**config.mk**
```make
export PLATFORM = sky130hd
export DESIGN_NAME = data_sram_slave
export DESIGN_NICKNAME = d
export VERILOG_FILES = /design/src/rtl/data_sram_slave.sv
export SDC_FILE = /design/constraint.sdc
export NUM_CORES = 1
export LEC_CHECK = 0
export ABC_CLOCK_PERIOD_IN_PS = 3550
export CAP_MARGIN = 20
export CORE_UTILIZATION = 45
export DETAILED_ROUTE_END_ITERATION = 10
export GPL_ROUTABILITY_DRIVEN = 0
export GPL_TIMING_DRIVEN = 0
export HOLD_SLACK_MARGIN = 0.15
export PLACE_DENSITY_LB_ADDON = 0.08
export SLEW_MARGIN = 20
export SYNTH_ARGS = -nofsm -noshare
export SYNTH_HDL_FRONTEND = slang
export SYNTH_SLANG_ARGS = --single-unit
```
**constraint.sdc**
```tcl
create_clock -name clk -period 3.55 [get_ports clk]
set_input_delay 1.065 -clock clk [delete_from_list [all_inputs] [get_ports clk]]
set_output_delay 1.065 -clock clk [all_outputs]
set_load 0.005 [all_outputs]
```
**src/rtl/data_sram_slave.sv**
```systemverilog
// SRAM-like slave bridging a req/addr_ok/data_ok master onto a one-cycle-latency RAM port.
// Fixed LATENCY-cycle responses, up to two in flight; addr_ok deasserts only when both slots are busy.
module data_sram_slave #(
  parameter int LATENCY = 2,
  parameter int AW      = 10
) (
  input  logic          clk,
  input  logic          resetn,
  input  logic          req,
  input  logic          wr,
  input  logic [1:0]    size,
  input  logic [31:0]   addr,
  input  logic [31:0]   wdata,
  output logic          addr_ok,
  output logic          data_ok,
  output logic [31:0]   rdata,
  output logic          ram_en,
  output logic [3:0]    ram_wen,
  output logic [AW-1:0] ram_addr,
  output logic [31:0]   ram_wdata,
  input  logic [31:0]   ram_rdata
);

  typedef struct packed {
    logic        valid;
    logic        wr;
    logic [2:0]  cnt;
    logic [31:0] data;
    logic        captured;
  } entry_t;

  localparam logic [2:0] CNT_INIT = 3'(LATENCY - 1);

  entry_t     q   [2];
  entry_t     upd [2];
  entry_t     nxt [2];
  entry_t     new_e;
  logic       cap_pend;
  logic       push;
  logic [3:0] wmask;
  logic       unused_addr;

  assign unused_addr = ^addr[31:AW+2];

  assign data_ok = q[0].valid && (q[0].cnt == 3'd0);
  assign addr_ok = !(q[0].valid && q[1].valid) || data_ok;
  // Gating with resetn keeps the RAM port quiet while the block is held in reset.
  assign push    = req && addr_ok && resetn;

  always_comb begin
    wmask = 4'b1111;
    case (size)
      2'd0:    wmask = 4'b0001 << addr[1:0];
      2'd1:    wmask = addr[1] ? 4'b1100 : 4'b0011;
      default: wmask = 4'b1111;
    endcase
  end

  assign ram_en    = push;
  assign ram_wen   = (push && wr) ? wmask : 4'b0000;
  assign ram_addr  = addr[AW+1:2];
  assign ram_wdata = wdata;

  // LATENCY=1 retires before the capture edge, so the head reads straight from the RAM.
  always_comb begin
    rdata = 32'h0;
    if (data_ok && !q[0].wr)
      rdata = q[0].captured ? q[0].data : ram_rdata;
  end

  always_comb begin
    upd = q;
    for (int i = 0; i < 2; i++) begin
      if (upd[i].valid && upd[i].cnt != 3'd0)
        upd[i].cnt = upd[i].cnt - 3'd1;
    end

    // The entry accepted last cycle is always the tail of the queue.
    if (cap_pend) begin
      if (q[1].valid) begin
        if (!upd[1].wr) begin
          upd[1].data     = ram_rdata;
          upd[1].captured = 1'b1;
        end
      end else if (!upd[0].wr) begin
        upd[0].data     = ram_rdata;
        upd[0].captured = 1'b1;
      end
    end

    if (data_ok) begin
      nxt[0] = upd[1];
      nxt[1] = '0;
    end else begin
      nxt[0] = upd[0];
      nxt[1] = upd[1];
    end

    new_e          = '0;
    new_e.valid    = 1'b1;
    new_e.wr       = wr;
    new_e.cnt      = CNT_INIT;
    new_e.captured = 1'b0;

    if (push) begin
      if (!nxt[0].valid) nxt[0] = new_e;
      else               nxt[1] = new_e;
    end
  end

  always_ff @(posedge clk or negedge resetn) begin
    if (!resetn) begin
      for (int i = 0; i < 2; i++) q[i] <= '0;
      cap_pend <= 1'b0;
    end else begin
      for (int i = 0; i < 2; i++) q[i] <= nxt[i];
      cap_pend <= push;
    end
  end

endmodule

```
# == Word-level counts from Yosys, hierarchy flattened ==
# Cells that the tools add are included.
# word_totals
reg_bits,77
wordCells,47
in_bits,102
out_inout_bits,81
# classes
muxes,17
eq_ne,1
n_addsub,2
shift,1
n_reduce_logical,15
# op_table
cell,count
$mux W33,6
$mux W76,2
$mux W32,2
$mux W38,1
$mux W37,1
$logic_and A1 B1 Y1,8
$mux W4,2
$pmux W4 S2,1
$mux W3,2
$reduce_bool A3 Y1,2
$sub A3 B1 Y3 const B,2
$shl A1 B2 Y4 const A,1
$logic_not A3 Y1,1
$eq A2 B1 Y1 const B,1
$logic_not A1 Y1,2
$logic_not A2 Y1,1
$logic_or A1 B1 Y1,1

# == Logic depth before layout (Yosys ltp) ==
# logic_depth
ltp_word,7
mapped_depth,9
depth_no_buf,8

# == Worst setup path before layout ==
# Ideal clock, no wire load.
# synth_timing
kind,input port to output port
startpoint,input resetn
endpoint,output ram_wen[0]
required_time_ns,2.485
setup_slack_ns,0.816
n_path_buf,0
path_stages,4
t_arrival_ns,1.669
cell_sequence,nand2_1 a31oi_1 nand2_1 a21oi_1
# synth_via
elab_chain_len,3
# synth_lines
item,line_no,source
start: declaration,8,"input logic resetn,"
$logic_and A1 B1 Y1,48,assign push = req && addr_ok && resetn;
via ram_en,17,"output logic ram_en,"
$logic_and A1 B1 Y1,60,assign ram_wen = (push && wr) ? wmask : 4'b0000;
$mux W4,60,
end: declaration,18,"output logic [3:0] ram_wen,"
# The timed path passes the listed nets, and every way through them passes these cells.

# == Worst setup path after layout ==
# layout_timing
startpoint,input ram_rdata[0]
endpoint,output rdata[0]
# layout_via
elab_chain_len,2
# layout_lines
item,line_no,source
start: declaration,21,input logic [31:0] ram_rdata
$mux W32,68,rdata = q[0].captured ? q[0].data : ram_rdata;
$mux W32,67,if (data_ok && !q[0].wr)
end: declaration,16,"output logic [31:0] rdata,"
# Every way passes these cells.

==> impl_metrics.tcl <==
set metrics [dict create \
    synthFlopType "dfrtp_1" \
    r2r_end "q[74]" \
    slew_viol_final 0 \
    die_h_um 102.8 \
    drt_iter0_drc 109 \
    core_um2 9819 \
    cts.path.max_buffers 2 \
    hold_ws_ps 510.9 \
    max_freq_mhz 289.9 \
    hp-class "flop to flop" \
    path_clk_slew_ps 70 \
    drcViolationCount 0 \
    synthSimpleGateAreaFrac 0.09218 \
    synth_edf_count 0 \
    vias_per_cell 5.201 \
    cts_tree "yes" \
    ys_ff_latch 77 \
    slew_headroom 0.4791 \
    multi_input_area_um2 2116 \
    synthMuxAreaShare 0.1472 \
    reg2reg_depth 7 \
    worst_slew_pin_slew_ps 781.4 \
    hpwl_um 7963 \
    synth_fa_ha_area_frac 0.01094 \
    nFillCells 830 \
    cts_sinks 77 \
    die_area_um2 10570 \
    cp-start-kind "input pin" \
    min_path_cells 2 \
    routed_wl_um 11520 \
    initial_core_util 0.4659 \
    setup_viol 0 \
    synth-compound-area-share 0.2008 \
    critPathMaxFanout 3 \
    hold_viol_final 0 \
    total_power_uw 4494 \
    fin_crit_sh 0.9716 \
    synth_cells 448 \
    synth_area_per_cell_um2 10.21 \
    hold_path_end "q[0]" \
    fin_nets 689 \
    seq_area_um2 1927 \
    place_ws_ps -611.1 \
    reg2reg_from "q[72]" \
    ys_warn_count 0 \
    grt_usage 0.2235 \
    rows 36 \
    outcome "completed" \
    power_density_nw_per_um2 707.1 \
    path_class "input pin to primary output" \
    root_buffer "clkbuf_8" \
    fin_crit_ps 3449 \
    cts_made_buffers 9 \
    grt_max_degree 23 \
    vias 3745 \
    grt_overflow 0 \
    maxCapViolCount 0 \
    io_pins 183 \
    yosys.cell_types.count 40 \
    areaGrowthSynthToFinish_pct 38.92 \
    syn_nets 554 \
    firstDrtPassIters 5 \
    clk_latency_ps 350 \
    required_ps 2480 \
    grt_pass1_vias 3645 \
    drive_gt1_frac 0.2266 \
    diodes 0 \
    fin_skew_ps 10.53 \
    cts_hold_buf 0 \
    avgRoutedWirePerCell_um 16.00 \
    async_reset_ff_frac 1.000 \
    grt_antenna_before_repair 0 \
    layout_common_cells "clkdlybuf4s50_1 (114), dfrtp_1 (77), nor2_1 (69)" \
    synth-xor-area-share 0.003829 \
    synth_top_family_by_area "compound AO/OA/AOI/OAI gates" \
    ant_nets 0 \
    setup_ws_ps 100.9 \
    io_buffers 120 \
    hp-start "q[0]" \
    end_kind "primary output" \
    r2r_setup_slack_ps 1810 \
    p_leak_uw 0.003271 \
    htreeDepth 3 \
    die_width_um 102.8 \
    synth_area_um2 4574 \
    worstPathArrival_ps 2380 \
    final_common_cell "clkdlybuf4s50_1" \
    fin_setup_tns_ps 0 \
    grt_pass1_wl_um 17880 \
    ys_seq_area_frac 0.4212 \
    ir_worst_vdd_uv 359.3 \
]
[routing by layer]
layer / vias to the layer above / share of wire / global-route usage
met5: - / 0 / 0
met4: 0 / 0.014 / 0.07367
met3: 18 / 0.050 / 0.03322
met2: 117 / 0.49 / 0.3815
met1: 1821 / 0.44 / 0.2919
li1: 1789 / - / -
[sequential cells by signal, summed over array words and instances (netlist names)]
name and cells:
cap_pend 1, q 76
[per-stage QoR]
stage	cell area, um2	utilization	instances
2_1_floorplan	4574	-	448
3_3_place_gp	5942	0.6051	701
3_5_place_dp	5959	0.6069	702
4_1_cts	6334	0.6450	720
5_1_grt	6355	0.6472	720
6_report	6355	0.6472	720
[cell families after synthesis]
logic type                 after synthesis
buffers and inverters                   84
adders and majority gates                4
DFF                                     77
muxes                                   67
and+or+nand+nor                         92
xor gates and xnor gates                 2
AOI/OAI and AO/OA                      122
[worst max-delay path by stage]
| stage | from | end | slack (ps) | cells past startpoint |
|---|---|---|---|---|
| final | ram_rdata[0] | rdata[0] | 100 | 4 |
| after CTS | q[71] | rdata[22] | 50 | 9 |
| after global routing | q[71] | rdata[17] | -2 | 9 |
| after detailed placement | resetn | ram_wen[1] | -610 | 7 |
| after floorplan | resetn | ram_wen[0] | 820 | 4 |
| after global placement | resetn | ram_wen[0] | -3340 | 6 |
[cells in the mapped netlist, types with 2 or more instances]
master,number,area [um2]
nor3_1,2,10.01
a211oi_1,13,97.59
nand2b_1,3,18.77
buf_2,17,85.08
inv_1,9,33.78
clkbuf_1,3,11.26
a21o_1,32,240.2
a21oi_1,39,195.2
o211a_1,2,20.02
a211oi_2,22,275.3
buf_6,7,78.83
ha_1,4,50.05
buf_4,46,345.3
mux2_2,2,22.52
mux2i_1,65,650.6
nor2_1,69,259.0
nand2_1,6,22.52
xnor2_1,2,17.52
dfrtp_1,77,1927
o21ai_0,7,35.03
nand3_1,2,10.01
[area by class of cell]
type	count	share of cell area
Multi-Input combinational cell	287	0.3329
Sequential cell	77	0.3032
Timing Repair Buffer	124	0.2071
Buffer	74	0.08506
Tap cell	133	0.02619
Clock buffer	11	0.02382
Clock inverter	4	0.01496
Inverter	10	0.006694
[where the power goes]
part / internal [uW] / total, uW / switching (uW)
combinational: 1130 / 2230 / 1100
clock: 501 / 822 / 322
sequential: 1260 / 1440 / 182
[worst max-delay path: stages]
cell             delay (ps)
clkdlybuf4s50_1         560
mux2i_1                 100
nor2_1                  140
clkdlybuf4s50_1         530
[what timing repair did]
action,4_1_cts,5_1_grt
cloned,2,0
endpoints found under the setup margin,35,31
gates resized for setup,19,8
setup buffers,1,0
Power figures use the tool's default switching activity.
